--- src/rtl/scan_hex_display.sv ---
// Time-multiplexed hex driver for common-anode 7-segment banks: one digit per SCAN_DIV clocks,
// frame-aligned value updates, leading-zero blanking and per-digit blink.
module scan_hex_display #(
  parameter int unsigned NUM_DIGITS     = 4,
  parameter int unsigned SCAN_DIV       = 50000,
  parameter int unsigned BLINK_FRAMES   = 64,
  parameter bit          SEG_ACTIVE_LOW = 1'b1,
  parameter bit          DIG_ACTIVE_LOW = 1'b1
) (
  input  logic                    i_clk,
  input  logic                    i_rst,
  input  logic                    i_load,
  input  logic [4*NUM_DIGITS-1:0] i_value,
  input  logic                    i_blank_lz,
  input  logic [NUM_DIGITS-1:0]   i_blink_en,
  output logic [6:0]              o_seg,
  output logic [NUM_DIGITS-1:0]   o_dig,
  output logic                    o_frame_done
);

  localparam int unsigned PrescW = $clog2(SCAN_DIV);
  localparam int unsigned IdxW   = (NUM_DIGITS > 1) ? $clog2(NUM_DIGITS) : 1;
  localparam int unsigned FrameW = (BLINK_FRAMES > 1) ? $clog2(BLINK_FRAMES) : 1;

  localparam logic [PrescW-1:0]     PrescMax = PrescW'(SCAN_DIV - 1);
  localparam logic [IdxW-1:0]       IdxMax   = IdxW'(NUM_DIGITS - 1);
  localparam logic [FrameW-1:0]     FrameMax = FrameW'(BLINK_FRAMES - 1);
  localparam logic [6:0]            SegOff   = {7{SEG_ACTIVE_LOW}};
  localparam logic [NUM_DIGITS-1:0] DigOff   = {NUM_DIGITS{DIG_ACTIVE_LOW}};

  logic [PrescW-1:0]       r_presc;
  logic [IdxW-1:0]         r_idx;
  logic [FrameW-1:0]       r_frame_cnt;
  logic                    r_blink_phase;
  logic [4*NUM_DIGITS-1:0] r_disp;
  logic [4*NUM_DIGITS-1:0] r_pend;
  logic                    r_pending;
  logic [6:0]              r_seg;
  logic [NUM_DIGITS-1:0]   r_dig;
  logic                    r_frame_done;

  logic                    w_tick;
  logic                    w_wrap;
  logic [3:0]              w_nib;
  logic                    w_upper_zero;
  logic                    w_lz;
  logic                    w_blink;
  logic                    w_blank;
  logic [6:0]              w_seg_d;
  logic [NUM_DIGITS-1:0]   w_dig_d;

  function automatic logic [6:0] hex_to_seg(input logic [3:0] nib);
    logic [6:0] code;
    unique case (nib)
      4'h0: code = 7'b1000000;
      4'h1: code = 7'b1111001;
      4'h2: code = 7'b0100100;
      4'h3: code = 7'b0110000;
      4'h4: code = 7'b0011001;
      4'h5: code = 7'b0010010;
      4'h6: code = 7'b0000010;
      4'h7: code = 7'b1111000;
      4'h8: code = 7'b0000000;
      4'h9: code = 7'b0010000;
      4'hA: code = 7'b0001000;
      4'hB: code = 7'b0000011;
      4'hC: code = 7'b1000110;
      4'hD: code = 7'b0100001;
      4'hE: code = 7'b0000110;
      4'hF: code = 7'b0001110;
    endcase
    return code;
  endfunction

  assign w_tick = (r_presc == PrescMax);
  assign w_wrap = w_tick && (r_idx == IdxMax);

  // Walk from the most significant digit down so w_upper_zero covers digits k..NUM_DIGITS-1.
  always_comb begin
    w_nib        = 4'h0;
    w_lz         = 1'b0;
    w_blink      = 1'b0;
    w_upper_zero = 1'b1;
    w_dig_d      = DigOff;
    for (int k = NUM_DIGITS - 1; k >= 0; k--) begin
      w_upper_zero = w_upper_zero && (r_disp[4*k +: 4] == 4'h0);
      if (IdxW'(k) == r_idx) begin
        w_nib      = r_disp[4*k +: 4];
        w_lz       = w_upper_zero && (k != 0);
        w_blink    = i_blink_en[k];
        w_dig_d[k] = ~DIG_ACTIVE_LOW;
      end
    end
  end

  always_comb begin
    w_blank = (w_blink && r_blink_phase) || (i_blank_lz && w_lz);
    w_seg_d = SEG_ACTIVE_LOW ? hex_to_seg(w_nib) : ~hex_to_seg(w_nib);
    if (w_blank) begin
      w_seg_d = SegOff;
    end
  end

  always_ff @(posedge i_clk or posedge i_rst) begin
    if (i_rst) begin
      r_presc       <= '0;
      r_idx         <= '0;
      r_frame_cnt   <= '0;
      r_blink_phase <= 1'b0;
    end else begin
      r_presc <= w_tick ? '0 : r_presc + PrescW'(1);
      if (w_tick) begin
        r_idx <= (r_idx == IdxMax) ? '0 : r_idx + IdxW'(1);
      end
      if (w_wrap) begin
        if (r_frame_cnt == FrameMax) begin
          r_frame_cnt   <= '0;
          r_blink_phase <= ~r_blink_phase;
        end else begin
          r_frame_cnt <= r_frame_cnt + FrameW'(1);
        end
      end
    end
  end

  // A load on the wrap cycle commits the older pending value and re-arms with the new one.
  always_ff @(posedge i_clk or posedge i_rst) begin
    if (i_rst) begin
      r_disp    <= '0;
      r_pend    <= '0;
      r_pending <= 1'b0;
    end else begin
      if (w_wrap && r_pending) begin
        r_disp <= r_pend;
      end
      if (i_load) begin
        r_pend    <= i_value;
        r_pending <= 1'b1;
      end else if (w_wrap) begin
        r_pending <= 1'b0;
      end
    end
  end

  always_ff @(posedge i_clk or posedge i_rst) begin
    if (i_rst) begin
      r_seg        <= SegOff;
      r_dig        <= DigOff;
      r_frame_done <= 1'b0;
    end else begin
      r_seg        <= w_seg_d;
      r_dig        <= w_dig_d;
      r_frame_done <= w_wrap;
    end
  end

  assign o_seg        = r_seg;
  assign o_dig        = r_dig;
  assign o_frame_done = r_frame_done;

endmodule

--- config.mk ---
export PLATFORM = sky130hd
export DESIGN_NAME = scan_hex_display
export DESIGN_NICKNAME = d
export VERILOG_FILES = /design/src/rtl/scan_hex_display.sv
export SDC_FILE = /design/constraint.sdc
export NUM_CORES = 1
export LEC_CHECK = 0
export BUFFER_PORTS_ARGS = -buffer_cell sky130_fd_sc_hd__buf_4
export CAP_MARGIN = 20
export CORE_MARGIN = 5
export CORE_UTILIZATION = 45
export CTS_CLUSTER_DIAMETER = 120
export DETAILED_ROUTE_END_ITERATION = 6
export PLACE_DENSITY = 0.66
export SETUP_SLACK_MARGIN = 0.4
export SYNTH_ARGS = -nofsm -noshare
export SYNTH_HDL_FRONTEND = slang
export SYNTH_SLANG_ARGS = --single-unit
--- constraint.sdc ---
create_clock -name i_clk -period 2.4 [get_ports i_clk]
set_input_delay 0.48 -clock i_clk [delete_from_list [all_inputs] [get_ports i_clk]]
set_output_delay 0.48 -clock i_clk [all_outputs]
set_load 0.03 [all_outputs]
==> impl_metrics.json <==
{
  "outcome": "finished, final reports clean",
  "cts-root-buf": "clkbuf_8",
  "power_frac_comb_pct": 3.9,
  "cts_tree": "yes",
  "clockPowerShare_pct": 43.9,
  "io_buffers": 35,
  "syn_nets": 315,
  "cp.arrival_ns": 2.41,
  "fin_crit_sh_pct": 88.9,
  "drt_iter0_markers": 108,
  "r2r_slack_ns": 0.27,
  "regArea_sq_mm": 0.00177,
  "max_stage_delay_ns": 0.44,
  "pwr-share-seq_pct": 52.2,
  "drc": 0,
  "cts_inserted_buffers": 9,
  "synthDistinctLibCells": 45,
  "ff2ff_path_depth": 9,
  "grt_util_all_layers_pct": 15.9,
  "reg2reg_from": "r_idx[1]$_DFFE_PP0N_",
  "crit_chain": "ha_4, mux2i_1, nand2_1, a32oi_4, buf_4, ha_4, nor2_1, nor2_1, a211o_1",
  "synthTopCellsByArea": "dfrtp_1, dfstp_2, mux2_2",
  "hold_class": "in -> async",
  "cap_violations": 0,
  "async_reset_ff_share_pct": 100,
  "fin_skew_ns": 0.0113,
  "vias": 2353,
  "first_pass_iters": 4,
  "start_util_pct": 46.0,
  "netlist_instances": 279,
  "path_clk_slew_ns": 0.08,
  "slew_headroom_pct": 65.6,
  "critPathKind": "reg -> reg",
  "grt_max_degree": 49,
  "p_leak_uw": 0.00197,
  "synth-main-ff-cell": "dfrtp_1",
  "finalHoldViolCount": 0,
  "fillers": 598,
  "pre_cts_ws_ns": -0.00104,
  "grt_pass1_wl_mm": 11.2,
  "r2r-end": "o_seg[1]$_DFF_PP1_",
  "fmax_mhz": 469,
  "stdcell_count": 451,
  "synth_edf_count": 0,
  "io_pins": 36,
  "postSynthAreaPerCell_sq_um": 11.9,
  "p_int_uw": 1840,
  "rows": 31,
  "multiInputGateArea_sq_mm": 0.00167,
  "antenna_found_initial": 0,
  "syn_to_final_growth_pct": 30.8,
  "fin_crit_ns": 2.13,
  "synth_warnings": 0,
  "netlist.area_leader.share_pct": 44.5,
  "cellPowerDensity_mw_per_mm2": 539,
  "synth_area_sq_mm": 0.00332,
  "viasPerCell": 5.22,
  "routabilityCongestion": 0.824,
  "finalPower_uw": 2340,
  "ant_nets": 0,
  "setup-violations-final": 0,
  "worst_slew_pin_slew_ns": 0.515,
  "cts_sinks": 70,
  "nets": 384,
  "crit_path_end_kind": "register",
  "ys_seq_area_share_pct": 53.2,
  "grt-ovfl-total": 0,
  "clock_latency_ns": 0.34,
  "dp_hpwl_mm": 4.36,
  "worst_slack_ns": 0.267,
  "final_core_util_pct": 60.2,
  "slew_violations": 0,
  "peakVddDrop_mv": 0.294,
  "drive_above_1_share_pct": 43.5,
  "crit_fanout": 5,
  "dp.cells": 413,
  "die_h_um": 95.9,
  "layout_common_cells": "buf_4, dfrtp_1, mux2_2, nor2_1, nand2_1",
  "cp_slowest_cell": "dfrtp_1",
  "clockBufferDepth": 2,
  "required_ns": 2.67,
  "n_antenna_cell": 0,
  "htreeDepth": 3,
  "rsz0062_at_grt": "yes",
  "yosysTopAreaCell": "dfrtp_1",
  "grt_pass1_vias": 2249,
  "wl_per_cell_um": 15.5,
  "die_w_um": 95.9,
  "core-area_sq_mm": 0.00721,
  "die_area_sq_mm": 0.00919,
  "drt_wl_total_mm": 6.99,
  "netSwitchingFraction_pct": 21.5,
  "power_switching_uw": 504,
  "ys_ff_latch": 70,
  "worstSetupStartpointType": "register",
  "final_common_cell": "buf_4"
}
-- layer usage --
metal | vias to the layer above | track usage [%] | part of all wire, %
met1 | 1147 | 23.1 | 50
li1 | 1136 | - | -
met3 | 8 | 3.91 | 4.7
met5 | - | 0 | 0
met2 | 62 | 23.2 | 44
met4 | 0 | 4.98 | 1.2
-- critical path, delay by kind of cell (launching register included) --
| family | cells | cell delay [ns] |
|---|---|---|
| AOI/OAI and AO/OA | 2 | 0.58 |
| DFF | 1 | 0.44 |
| adders and majority gates | 2 | 0.41 |
| and+or+nand+nor | 3 | 0.23 |
| muxes | 1 | 0.22 |
| buffers and inverters | 1 | 0.18 |
-- cell usage after synthesis (5+ instances only) --
library cell  count
dfrtp_1          59
mux2_2           22
nor2_1           21
nand2_1          17
inv_1            14
ha_1             12
dfstp_2          11
nand3_1          11
mux2_4           10
xnor2_1          10
o21ai_0           7
xor2_1            7
clkbuf_1          6
nand4_1           6
nor3_1            6
a21o_1            5
-- registers in the layout, summed over array words and instances, names as in the netlist --
register       count
o_dig              4
o_frame_done       1
o_seg              7
r_blink_phase      1
r_disp            16
r_frame_cnt        6
r_idx              2
r_pend            16
r_pending          1
r_presc           16
-- through the flow --
stage / hold slack (ns) / setup TNS (ns) / cell area, sq um
6_report: 0.171 / 0 / 4340
4_1_cts: 0.173 / 0 / 4250
3_3_place_gp: 0.457 / 0 / 3790
5_1_grt: 0.201 / 0 / 4340
2_1_floorplan: 0.439 / 0 / 3400
3_5_place_dp: 0.467 / -0.00104 / 3790
-- layout make-up --
| class | count | share of cell area, % |
|---|---|---|
| clock buffer | 9 | 2.85 |
| clock inverter | 6 | 2.02 |
| inverter | 14 | 1.35 |
| multi-input combinational | 188 | 38.6 |
| sequential | 70 | 40.7 |
| tap | 99 | 2.85 |
| timing repair buffer | 65 | 11.7 |
-- logic make-up after synthesis --
logic type	count (synthesis)	synth area share, %
flip-flops	70	53.2
multiplexers	36	13.2
AO/OA/AOI/OAI	35	7.54
adder cells (fa/ha/maj)	12	4.52
buffers and inverters	23	2.90
XOR/XNOR	17	4.49
AND/OR/NAND/NOR	86	14.2
-- power groups by stage --
stage / registers [uW] / clock network (uW) / logic (uW)
after floorplan: 1240 / 0 / 51.4
after global placement: 1240 / 0 / 93.0
after detailed placement: 1240 / 0 / 93.8
after CTS: 1220 / 1050 / 94.0
after global routing: 1220 / 1100 / 104
final: 1220 / 1030 / 91.9
-- timing repair --
item                       in CTS  in global routing
hold buffers                    0                  0
gates resized for setup        18                  9
setup buffers                  17                  4
pin swaps                      10                  5
cloned                          1                  1
setup endpoints to repair      24                 26
-- how the worst max path moves through the flow --
stage	slack, ns	cells past startpoint	endpoint	from
finish	0.27	9	o_seg[1]$_DFF_PP1_	r_idx[1]$_DFFE_PP0N_
global route	0.17	9	o_seg[1]$_DFF_PP1_	r_idx[1]$_DFFE_PP0N_
CTS	0.28	10	o_seg[1]$_DFF_PP1_	r_idx[0]$_DFFE_PP0N_
detailed placement	-0.001	7	o_seg[0]$_DFF_PP1_	r_idx[1]$_DFFE_PP0N_
global placement	0.10	7	o_seg[0]$_DFF_PP1_	r_idx[1]$_DFFE_PP0N_
floorplan	0.26	11	o_seg[6]$_DFF_PP1_	r_idx[0]$_DFFE_PP0N_
(Power assumes the default switching activity.)
